## src/rtl/mem_access_arbiter.sv

```systemverilog
// -----------------------------------------------------------------------------
// mem_access_arbiter
//   Shares one single-port main memory between the instruction-fetch (IF) and
//   data load/store (DT) requesters. Each requester holds its req until it sees
//   its one-cycle done pulse. Simultaneous requests are resolved round-robin,
//   and every memory-side output comes straight from a register.
//
//   FSM: IDLE -> ACCESS -> DONE -> IDLE
//     IDLE   : requests are sampled; the winner's address/data/we are latched.
//     ACCESS : a read lasts MEM_LAT cycles, a write lasts 1 cycle (mem_wr=1).
//     DONE   : the owner's done is high for one cycle; requests are ignored.
//
// Parameters
//   ADDR_W   address width
//   DATA_W   data width
//   MEM_LAT  read latency (cycles from mem_addr valid to mem_rdata valid), >= 1
//
// Ports
//   clk        system clock, rising edge
//   reset      asynchronous, active-low reset; all outputs forced to 0
//   if_req     fetch read request (held until if_done)
//   if_addr    fetch address
//   if_rdata   fetched word, valid with if_done and held afterwards
//   if_done    one-cycle fetch-complete pulse
//   dt_req     data request (held until dt_done)
//   dt_we      1 = write, 0 = read
//   dt_addr    data address
//   dt_wdata   store data
//   dt_rdata   loaded word, valid with dt_done and held afterwards
//   dt_done    one-cycle data-access-complete pulse
//   mem_addr   memory address (registered, doubles as the address latch)
//   mem_wdata  memory write data (registered, doubles as the data latch)
//   mem_wr     memory write strobe, high only in the single write cycle
//   mem_rdata  memory read data
//   busy       0 only in IDLE
//   owner      current or last grant: 0 = IF, 1 = DT
// -----------------------------------------------------------------------------
module mem_access_arbiter #(
  parameter int ADDR_W  = 32,
  parameter int DATA_W  = 32,
  parameter int MEM_LAT = 3
) (
  input  logic              clk,
  input  logic              reset,
  input  logic              if_req,
  input  logic [ADDR_W-1:0] if_addr,
  output logic [DATA_W-1:0] if_rdata,
  output logic              if_done,
  input  logic              dt_req,
  input  logic              dt_we,
  input  logic [ADDR_W-1:0] dt_addr,
  input  logic [DATA_W-1:0] dt_wdata,
  output logic [DATA_W-1:0] dt_rdata,
  output logic              dt_done,
  output logic [ADDR_W-1:0] mem_addr,
  output logic [DATA_W-1:0] mem_wdata,
  output logic              mem_wr,
  input  logic [DATA_W-1:0] mem_rdata,
  output logic              busy,
  output logic              owner
);

  // Counter only needs to reach MEM_LAT-1; keep at least one bit so the
  // MEM_LAT=1 case still elaborates cleanly.
  localparam int CNT_W = (MEM_LAT > 1) ? $clog2(MEM_LAT) : 1;
  localparam logic [CNT_W-1:0] CNT_LAST = CNT_W'(MEM_LAT - 1);

  typedef enum logic [1:0] {
    IDLE   = 2'd0,
    ACCESS = 2'd1,
    DONE   = 2'd2
  } state_t;

  state_t           state;
  logic [CNT_W-1:0] cnt;
  logic             last_dt;  // requester served most recently (1 = DT)
  logic             we_lat;   // latched write flag of the current access

  // Round-robin pick: a lone requester always wins; on a tie the one that was
  // not served last wins. Returns 1 when DT gets the grant.
  function automatic logic pick_dt(input logic req_if, input logic req_dt,
                                   input logic last_was_dt);
    return req_dt & (~req_if | ~last_was_dt);
  endfunction

  always_ff @(posedge clk or negedge reset) begin
    if (!reset) begin
      state     <= IDLE;
      cnt       <= '0;
      last_dt   <= 1'b1;  // makes the first tie go to IF
      we_lat    <= 1'b0;
      owner     <= 1'b0;
      busy      <= 1'b0;
      mem_addr  <= '0;
      mem_wdata <= '0;
      mem_wr    <= 1'b0;
      if_rdata  <= '0;
      dt_rdata  <= '0;
      if_done   <= 1'b0;
      dt_done   <= 1'b0;
    end else begin
      case (state)
        // ---- IDLE: arbitrate and latch the winner's request ----
        IDLE: begin
          if (if_req || dt_req) begin
            if (pick_dt(if_req, dt_req, last_dt)) begin
              owner     <= 1'b1;
              last_dt   <= 1'b1;
              mem_addr  <= dt_addr;
              mem_wdata <= dt_wdata;
              we_lat    <= dt_we;
              mem_wr    <= dt_we;   // strobe lines up with the single write cycle
            end else begin
              // IF never writes; mem_wdata keeps its previous value.
              owner     <= 1'b0;
              last_dt   <= 1'b0;
              mem_addr  <= if_addr;
              we_lat    <= 1'b0;
              mem_wr    <= 1'b0;
            end
            cnt   <= '0;
            busy  <= 1'b1;
            state <= ACCESS;
          end
        end

        // ---- ACCESS: drive the memory for the write cycle or MEM_LAT reads ----
        ACCESS: begin
          if (we_lat) begin
            mem_wr  <= 1'b0;
            dt_done <= 1'b1;
            state   <= DONE;
          end else if (cnt == CNT_LAST) begin
            if (owner) begin
              dt_rdata <= mem_rdata;
              dt_done  <= 1'b1;
            end else begin
              if_rdata <= mem_rdata;
              if_done  <= 1'b1;
            end
            state <= DONE;
          end else begin
            cnt <= cnt + 1'b1;
          end
        end

        // ---- DONE: one cycle of done, requests ignored ----
        DONE: begin
          if_done <= 1'b0;
          dt_done <= 1'b0;
          busy    <= 1'b0;
          state   <= IDLE;
        end

        default: begin
          mem_wr  <= 1'b0;
          if_done <= 1'b0;
          dt_done <= 1'b0;
          busy    <= 1'b0;
          state   <= IDLE;
        end
      endcase
    end
  end

endmodule
```

## config.mk

```make
export PLATFORM = sky130hd
export DESIGN_NAME = mem_access_arbiter
export DESIGN_NICKNAME = d
export VERILOG_FILES = /design/src/rtl/mem_access_arbiter.sv
export SDC_FILE = /design/constraint.sdc
export NUM_CORES = 1
export LEC_CHECK = 0
export ABC_CLOCK_PERIOD_IN_PS = 3500
export CAP_MARGIN = 20
export CORE_AREA = 2 2 102 104
export DETAILED_ROUTE_END_ITERATION = 10
export DIE_AREA = 0 0 104 106
export DONT_BUFFER_PORTS = 1
export PLACE_DENSITY = 0.73
export SETUP_SLACK_MARGIN = 0.05
export SKIP_LAST_GASP = 1
export SYNTH_ARGS = -nofsm -noshare
export SYNTH_HDL_FRONTEND = slang
export SYNTH_SLANG_ARGS = --single-unit
```

## constraint.sdc

```tcl
create_clock -name clk -period 3.5 [get_ports clk]
set_input_delay 0.7 -clock clk [delete_from_list [all_inputs] [get_ports clk]]
set_output_delay 0.7 -clock clk [all_outputs]
set_load 0.05 [all_outputs]
```

==> impl_metrics.tcl <==
set metrics [dict create \
    status "finished with violations" \
    violations "negative hold slack" \
    vias_in_the_first_global_route 3112 \
    critical-path-max-stage-delay_ps 630 \
    crit_path_end_kind "flop" \
    depth_of_the_cts_h_tree 4 \
    syn_area_per_cell_sq_um 16.3 \
    n_antenna_cell 0 \
    fraction_of_the_mapped_netlist_area_in_compound_gates_pct 1.51 \
    max_cap_viol_count 0 \
    routed-via-count 2892 \
    worst_ep_required_time_ps 3890 \
    yosys_register_bits 139 \
    critical_path_arrival_ps 2400 \
    ys.warnings.count 0 \
    pre_cts_slack_ps 1180 \
    routed_via_density 5.78 \
    io_buffers 0 \
    finalWirelength_mm 10.8 \
    worst_setup_hold_path_clk_slew_ps 60 \
    syn_nets 481 \
    synth.lib_cells_used.distinct 27 \
    dpl.hpwl_mm 7.59 \
    synth.cell_area_sq_um 5650 \
    initial_antenna_violation_count 0 \
    criticalPathCategory "reg2reg" \
    dp_cells 468 \
    final_period_minus_worst_setup_slack_ps 2010 \
    routedWlPerCell_microns 21.6 \
    path_buf_inv 1 \
    drive_above_1_share_pct 51.9 \
    synth_enable_flop_cells 0 \
    synthMostInstantiatedCell "mux2_2" \
    ant_nets 0 \
    yosys.area_share.xor_xnor_pct 0 \
    asyncSetResetFlopFracSynth_pct 100 \
    finalSetupViolCount 0 \
    initial_cell_density_of_the_core_pct 56.5 \
    hp-class "in2async" \
    synth_cells 347 \
    grt.overflow.total 0 \
    synthMuxAreaShare_pct 32.1 \
    final.setup.tns_ps 0 \
    crit_family "compound AO/OA/AOI/OAI gates" \
    yosys-top-cells-count "149 x mux2_2, 138 x dfrtp_1, 11 x mux2_1, 9 x buf_6, 8 x buf_2" \
    cts.sink_count 139 \
    syn_to_final_growth_pct 11.1 \
    core_region_area_sq_um 10000 \
    synth-simple-area-share_pct 1.55 \
    chipHeight_microns 106 \
    ctsRootBufferMaster "clkbuf_8" \
    timing_max_transition_violations_final 0 \
    synth_ff_type "dfrtp_1" \
    layout.cells.non_filler 500 \
    synth_top_cell_by_area "dfrtp_1" \
    finalHoldViolations 138 \
    tritoncts "yes" \
    rsz0062_at_grt "no" \
    utilization_pct 62.8 \
    fmax_mhz 497 \
    drt_pass1_iterations 4 \
    drt_drc_violations_left 0 \
    synth_top_family_by_area "multiplexers" \
    routabilityCongestion 0.715 \
    timing.critical_path.cells "a21bo_2, nor3_4, buf_4, mux2_1" \
    start_kind "flop" \
    cts_resized 0 \
    insertion_delay_ps 510 \
    finalClockSkew_ps 8.87 \
    seq_area_frac_synth_pct 61.6 \
    cpMaxStageDelayCell "a21bo_2" \
    synth_top_cells_by_area "dfrtp_1 61%, mux2_2 30%, mux2_1 2.2%" \
    crit_path_max_fanout 36 \
    io-pin-count 266 \
    die_x_microns 104 \
    cts-root-to-sink-buffers 2 \
    slew-limit-headroom_pct 49.6 \
    grt_pass1_wl_mm 16.8 \
    global_route_usage_over_all_layers_pct 19.9 \
    maximum_number_of_pins_on_one_net_before_global_route_repair 140 \
    postCtsSetupRepairBufs 0 \
    min_period_over_period_pct 57.5 \
    synth_fa_ha_area_share_pct 0.222 \
    rows 37 \
    first_iter_violations 120 \
    final.hold.worst_slack_ps -121 \
    cts_inserted_buffers 17 \
    top_cell_type_s_share_of_synthesized_area_pct 61.1 \
    die-area_sq_um 11000 \
    max_slew.worst_pin.slew_ps 757 \
    final_net_count 485 \
    layout_setup_ws_ps 1490 \
]
## state kept, by name (all words and copies together) (netlist names), 2 cells and up
name,cells
dt_rdata,32
if_rdata,32
cnt,2
state,2
mem_addr,32
mem_wdata,32
## path summary, 6_finish.rpt
kind | from | endpoint | slack, ps | cells after the start
max | last_dt | mem_wdata[24] | 1490 | 4
max reg2reg | last_dt | mem_wdata[24] | 1490 | 4
min reg2reg | cnt[0] | cnt[0] | 510 | 1
max in group asynchronous | reset | last_dt | 3380 | 0
min in group clk | dt_wdata[5] | mem_wdata[5] | 320 | 1
min | reset | if_rdata[27] | -120 | 0
## final cells by class
class,count,area (sq um)
Timing Repair Buffer,4,30.0
Inverter,4,15.0
Tap cell,136,170
Clock inverter,14,159
Fill cell,754,3720
Sequential cell,139,3480
Multi-Input combinational cell,185,2000
Clock buffer,18,418
## logic make-up after synthesis
family	count (synthesis)
multiplexers	161
flip-flops	139
buffers and inverters	23
AO/OA/AOI/OAI	12
AND/OR/NAND/NOR	11
adder cells (fa/ha/maj)	1
## worst register-to-register path: stages (launching register included)
cell     delay, ps
dfstp_2        550
a21bo_2        630
nor3_4          40
buf_4          280
mux2_1         390
## cell usage in the layout (no fill, tap or decap), drive strengths merged, types with 2 or more instances in the layout
| cell type | synthesis | final |
|---|---|---|
| a21o | 3 | 3 |
| o21ai | 3 | 3 |
| inv | 4 | 10 |
| clkinvlp | 0 | 4 |
| bufinv | 0 | 2 |
| nor3 | 2 | 2 |
| buf | 19 | 4 |
| clkinv | 0 | 2 |
| clkbuf | 0 | 18 |
| dfrtp | 138 | 138 |
| mux2 | 160 | 160 |
| nor2 | 3 | 3 |
| nor3b | 2 | 2 |
## through the flow
| step | cell area [sq um] | hold WS, ps |
|---|---|---|
| detailed placement | 5700 | 407 |
| global route | 6270 | -159 |
| CTS | 6270 | -141 |
| global placement | 5700 | 407 |
| floorplan | 5650 | 404 |
| finish | 6270 | -121 |
## layer usage
layer | global-route usage, % | share of wire, % | vias to the layer above
met5 | 0 | 0 | -
met4 | 8.78 | 2.3 | 0
met3 | 10.1 | 11 | 22
met2 | 32.8 | 51 | 174
met1 | 21.8 | 35 | 1450
li1 | - | - | 1246
Power is left out: the tool's default activity adds up to more than one toggle a clock period on the data nets, which glitch-free logic cannot reach.
